===== src/rtl/commit_unit_nw.sv =====
// N-wide in-order commit stage: retires the longest legal prefix of ready ROB-head
// entries, sequences stores through a req/ack handshake and raises a registered
// flush pulse with a programmable drain window on a taken branch.
module commit_unit_nw #(
  parameter int unsigned NSIZE          = 2,
  parameter int unsigned ROB_DEPTH_BITS = 5,
  parameter int unsigned PR_BITS        = 6,
  parameter int unsigned FLUSH_DRAIN    = 2
) (
  input  logic                        clk,
  input  logic                        rst_n,
  input  logic [ROB_DEPTH_BITS:0]     rob_count,
  input  logic [NSIZE-1:0]            head_ready,
  input  logic [NSIZE-1:0]            head_is_store,
  input  logic [NSIZE-1:0]            head_is_branch,
  input  logic [NSIZE*5-1:0]          head_rd,
  input  logic [NSIZE*PR_BITS-1:0]    head_pd,
  input  logic [NSIZE*PR_BITS-1:0]    rrf_pd_old,
  input  logic [NSIZE-1:0]            bq_taken,
  input  logic [NSIZE*32-1:0]         bq_target,
  output logic [NSIZE-1:0]            rob_dequeue,
  output logic [NSIZE-1:0]            rrf_we,
  output logic [NSIZE*5-1:0]          rrf_rd,
  output logic [NSIZE*PR_BITS-1:0]    rrf_pd,
  output logic [NSIZE-1:0]            fl_enqueue,
  output logic [NSIZE*PR_BITS-1:0]    fl_din,
  output logic [NSIZE-1:0]            bq_dequeue,
  output logic                        st_req,
  input  logic                        st_ack,
  output logic                        flush,
  output logic [31:0]                 flush_pc,
  output logic [63:0]                 retire_count,
  output logic                        busy
);

  localparam int unsigned CntW = ROB_DEPTH_BITS + 1;

  typedef enum logic [1:0] {StRun, StStoreWait, StFlush} state_e;

  state_e      state_q, state_d;
  logic        st_req_q, st_req_d;
  logic        flush_q, flush_d;
  logic [31:0] flush_pc_q, flush_pc_d;
  logic [63:0] retire_count_q, retire_count_d;
  logic [3:0]  drain_q, drain_d;

  // Retirement selection, packing of frees/branch pops, and next-state logic.
  always_comb begin
    int unsigned k;
    int unsigned b;
    logic        go;
    logic        taken;
    logic [31:0] tgt;
    logic [63:0] n_ret;

    rob_dequeue    = '0;
    rrf_we         = '0;
    rrf_rd         = '0;
    rrf_pd         = '0;
    fl_enqueue     = '0;
    fl_din         = '0;
    bq_dequeue     = '0;
    busy           = 1'b0;
    state_d        = state_q;
    st_req_d       = st_req_q;
    flush_d        = 1'b0;
    flush_pc_d     = flush_pc_q;
    drain_d        = drain_q;
    k              = 0;
    b              = 0;
    go             = 1'b1;
    taken          = 1'b0;
    tgt            = '0;
    n_ret          = '0;

    if (rst_n) begin
      busy = (state_q != StRun);
      unique case (state_q)
        StRun: begin
          for (int i = 0; i < int'(NSIZE); i++) begin
            if (go && (rob_count > CntW'(i)) && head_ready[i] && !head_is_store[i]) begin
              rob_dequeue[i]           = 1'b1;
              rrf_we[i]                = 1'b1;
              rrf_rd[i*5 +: 5]         = head_rd[i*5 +: 5];
              rrf_pd[i*PR_BITS +: PR_BITS] = head_pd[i*PR_BITS +: PR_BITS];
              // The displaced mapping is freed only if it really changes and rd is not x0.
              if ((rrf_pd_old[i*PR_BITS +: PR_BITS] != head_pd[i*PR_BITS +: PR_BITS]) &&
                  (head_rd[i*5 +: 5] != 5'd0)) begin
                fl_enqueue[k]                = 1'b1;
                fl_din[k*PR_BITS +: PR_BITS] = rrf_pd_old[i*PR_BITS +: PR_BITS];
                k++;
              end
              // Branch-queue entries are indexed by branch ordinal, not slot.
              if (head_is_branch[i]) begin
                bq_dequeue[b] = 1'b1;
                if (bq_taken[b]) begin
                  taken = 1'b1;
                  tgt   = bq_target[b*32 +: 32];
                  go    = 1'b0;
                end
                b++;
              end
            end else begin
              go = 1'b0;
            end
          end
          if (taken) begin
            flush_d    = 1'b1;
            flush_pc_d = tgt;
            drain_d    = 4'(FLUSH_DRAIN);
            state_d    = StFlush;
          end else if ((rob_count != '0) && head_ready[0] && head_is_store[0]) begin
            st_req_d = 1'b1;
            state_d  = StStoreWait;
          end
        end
        StStoreWait: begin
          if (st_ack) begin
            rob_dequeue[0] = 1'b1;
            st_req_d       = 1'b0;
            state_d        = StRun;
          end
        end
        StFlush: begin
          if (drain_q == 4'd0) begin
            state_d = StRun;
          end else begin
            drain_d = drain_q - 4'd1;
          end
        end
        default: state_d = StRun;
      endcase
    end

    for (int i = 0; i < int'(NSIZE); i++) begin
      n_ret = n_ret + 64'(rob_dequeue[i]);
    end
    retire_count_d = retire_count_q + n_ret;
  end

  // State and registered outputs.
  always_ff @(posedge clk or negedge rst_n) begin
    if (!rst_n) begin
      state_q        <= StRun;
      st_req_q       <= 1'b0;
      flush_q        <= 1'b0;
      flush_pc_q     <= '0;
      retire_count_q <= '0;
      drain_q        <= '0;
    end else begin
      state_q        <= state_d;
      st_req_q       <= st_req_d;
      flush_q        <= flush_d;
      flush_pc_q     <= flush_pc_d;
      retire_count_q <= retire_count_d;
      drain_q        <= drain_d;
    end
  end

  assign st_req       = st_req_q;
  assign flush        = flush_q;
  assign flush_pc     = flush_pc_q;
  assign retire_count = retire_count_q;

endmodule


===== config.mk =====
export PLATFORM = sky130hd
export DESIGN_NAME = commit_unit_nw
export DESIGN_NICKNAME = d
export VERILOG_FILES = /design/src/rtl/commit_unit_nw.sv
export SDC_FILE = /design/constraint.sdc
export NUM_CORES = 1
export LEC_CHECK = 0
export ABC_CLOCK_PERIOD_IN_PS = 8400
export CELL_PAD_IN_SITES_DETAIL_PLACEMENT = 2
export CELL_PAD_IN_SITES_GLOBAL_PLACEMENT = 2
export CORE_MARGIN = 5
export CORE_UTILIZATION = 26
export CTS_CLUSTER_SIZE = 30
export DETAILED_ROUTE_END_ITERATION = 10
export GPL_TIMING_DRIVEN = 0
export PLACE_DENSITY = 0.94
export SLEW_MARGIN = 20
export SYNTH_ARGS = -nofsm -noshare
export SYNTH_HDL_FRONTEND = slang
export SYNTH_SLANG_ARGS = --single-unit

===== constraint.sdc =====
create_clock -name clk -period 8.4 [get_ports clk]
set_clock_uncertainty 0.2 [all_clocks]
set_input_delay 2.52 -clock clk [delete_from_list [all_inputs] [get_ports clk]]
set_output_delay 2.52 -clock clk [all_outputs]
set_load 0.05 [all_outputs]

==> out/results.txt <==
Pre-Repair DR Iteration Count -> 4
GRT Residual Overflow -> 0
Seq/Total Area, Yosys -> 47.3%
Root Buffer -> clkbuf_16
Routed Antenna Nets -> 0
final period utilization -> 96.4%
RSZ-0062 raised after global routing -> false
top post-synthesis cells by area -> dfrtp_1 (47%), xnor2_1 (6.2%), xor2_1 (5.6%)
reg2reg path depth -> 12
Post-synth ARST share -> 100%
FF-to-FF End -> retire_count[58]$_DFF_PN0_
Post-CTS Setup Inserts -> 0
first-pass GRT wire length -> 35.5 mm
Worst setup EP type -> output port
Area growth syn-to-layout -> 58.5%
Total GRT Usage -> 18.6%
Fmax -> 124 MHz
Worst VDD drop -> 0.128 mV
final wirelength -> 22.8 mm
CTS tree -> built
via density per instance -> 4.81
cell area after placement -> 0.00843 sq mm
Slew @ Worst Pin -> 0.741 ns
clk_lat worst skew -> 0.35 ns
Cells after Synth -> 543
mapped cell area -> 0.00550 sq mm
Critical Path Source Type -> input port
endpoints failing hold -> 0
Min Hold Slack -> 0.276 ns
largest area contributor in the netlist -> dfrtp_1
most frequent cells in the layout -> clkdlybuf4s50_1 (220), dfrtp_1 (104), nand2_1 (44), xnor2_1 (39), xor2_1 (35)
Die W -> 155 microns
Period minus WS final -> 8.10 ns
total power draw -> 2.01 mW
fillers -> 2219
post-DR wirelength/cell -> 21.0 microns
DP HPWL -> 18.4 mm
Rel. slew slack -> 49.9%
max capacitance violation total -> 0
post-synth top area share -> 47.3%
top_reg_cell synth -> dfrtp_1
total vias in the final route -> 5233
Setup Slack @ Placement -> -0.156 ns
Hold WC Path Type -> flop to flop
CTS max path bufs -> 2
Initial Util -> 26.3%
GPL Wtd Cong -> 0.797
largest net degree at the start of global routing -> 65
slowest CP cell -> dlygate4sd2_1
Layout Nets -> 928
Worst Path Required -> 5.68 ns
Placeable Area -> 0.0210 sq mm
# DRC -> 0
IO Count -> 256
leakage -> 4.12 nW
die area -> 0.0242 sq mm
Yosys warnings -> 0
RR Startpoint -> state_q[1]$_DFFE_PN0P_
FF+latch count, synth -> 104
DRT iter0 DRCs -> 116
CP Class -> input port to output port
Final Max Slew Viols -> 0
crit path launch -> rst_n
Yosys cell types -> 59
R2R Setup Slk -> 4.34 ns
CTS H-Tree Depth -> 3
Die Ht -> 155 microns
syn nets -> 661
CTS Buf Count -> 9
share of layout cells above drive strength 1 -> 5.77%
Power Density -> 231 mW/mm^2
CP cell instances -> clkbuf_8 -> buf_16 -> or3b_1 -> buf_6 -> or2_2 -> inv_1 -> clkbuf_1 -> and2_1 -> dlygate4sd2_1
Setup crit end -> rrf_pd[10]
vias in the first global route -> 6117
initial antenna violation count -> 0
crit path DAT -> 5.38 ns
clock-pin slew on the worst setup and hold paths -> 0.07 ns
final instance area -> 0.00872 sq mm
most common cell after layout, fill and taps aside -> clkdlybuf4s50_1
Avg Inst Size Synth -> 10.1 sq um
IO Port Bufs -> 255
outcome -> finished clean
Final Worst Setup Slack -> 0.303 ns
Post-synth EDFFs -> 0
Final setup viols -> 0
Core Rows -> 53
Worst Path Max Fanout -> 64
diode count -> 0
Sink Count -> 104
Critical Path Max Stage Delay -> 0.56 ns
area by class of cell:
cell class	count	area [sq um]	share of cell area (%)
flip-flops and latches	104	2600	29.8
multi-input cells	397	2710	31.1
plain buffers	18	96.3	1.10
clock inverters	4	78.8	0.904
clock buffers	11	233	2.67
inverters	24	90.1	1.03
repair buffers	256	2560	29.4
well taps	275	344	3.95
synthesized netlist by cell type, types with 2 or more instances:
| library cell | n |
|---|---|
| a21o_1 | 15 |
| a21oi_1 | 2 |
| a22o_1 | 20 |
| and2_1 | 30 |
| and3_1 | 8 |
| and3b_1 | 2 |
| and4_1 | 8 |
| buf_2 | 8 |
| buf_6 | 2 |
| clkbuf_1 | 6 |
| dfrtp_1 | 104 |
| ha_1 | 2 |
| inv_1 | 24 |
| mux2i_1 | 20 |
| nand2_1 | 44 |
| nand2b_1 | 3 |
| nand3_1 | 23 |
| nand3b_1 | 2 |
| nand4_1 | 19 |
| nor2_1 | 31 |
| nor2b_1 | 2 |
| nor3_1 | 25 |
| nor3_2 | 2 |
| nor3b_1 | 3 |
| nor4_1 | 5 |
| o211a_1 | 2 |
| o21ai_0 | 24 |
| or2_2 | 4 |
| xnor2_1 | 39 |
| xor2_1 | 35 |
critical path, delay by kind of cell:
| kind | cells | cell delay, ns |
|---|---|---|
| and+or+nand+nor | 3 | 0.97 |
| buffers and inverters | 6 | 1.84 |
power breakdown:
part / total [mW] / switching [mW] / internal (mW)
logic: 0.884 / 0.563 / 0.321
clock network: 0.453 / 0.191 / 0.262
registers: 0.674 / 0.0702 / 0.604
sequential cells by signal, summed over array words and instances, names as in the netlist:
name,count
drain_q,4
st_req,1
retire_count,64
state_q,2
flush_pc,32
flush,1
through the flow:
stage | utilization [%] | cells | TNS [ns]
floorplan | - | 543 | 0
global placement | 40.1 | 1073 | -264.89
detailed placement | 40.2 | 1074 | -1.29
CTS | 41.6 | 1089 | 0
global route | 41.6 | 1089 | 0
finish | 41.6 | 1089 | 0
timing repair:
item | CTS | global route
hold buffers | 0 | 0
resized for setup | 22 | 25
setup endpoints to repair | 22 | 18
cloned | 0 | 0
logic make-up (layout without fill, tap and decap cells):
family,after synthesis,in the layout,share of synthesized area (%)
XOR/XNOR,74,74,11.8
flip-flops,104,104,47.3
multiplexers,21,21,3.84
adder cells (fa/ha/maj),3,3,0.819
AO/OA/AOI/OAI,77,77,10.6
AND/OR/NAND/NOR,222,222,22.3
buffers and inverters,42,313,3.39
routing by layer:
layer	up-vias	GRT usage, %	wire length [microns]
met4	0	5.50	467
met5	-	0	0
li1	2427	-	-
met3	26	5.01	1580
met2	184	34.6	12000
met1	2596	20.7	8780
how the worst min path moves through the flow:
stage,startpoint,slack (ns),cells after the start,to
2_1_floorplan,drain_q[3]$_DFFE_PN0P_,0.29,2,drain_q[3]$_DFFE_PN0P_
3_3_place_gp,retire_count[63]$_DFF_PN0_,0.26,1,retire_count[63]$_DFF_PN0_
3_5_place_dp,retire_count[63]$_DFF_PN0_,0.27,1,retire_count[63]$_DFF_PN0_
4_1_cts,retire_count[63]$_DFF_PN0_,0.28,1,retire_count[63]$_DFF_PN0_
5_1_grt,retire_count[63]$_DFF_PN0_,0.29,1,retire_count[63]$_DFF_PN0_
6_report,retire_count[63]$_DFF_PN0_,0.28,1,retire_count[63]$_DFF_PN0_
(Power assumes the default switching activity.)
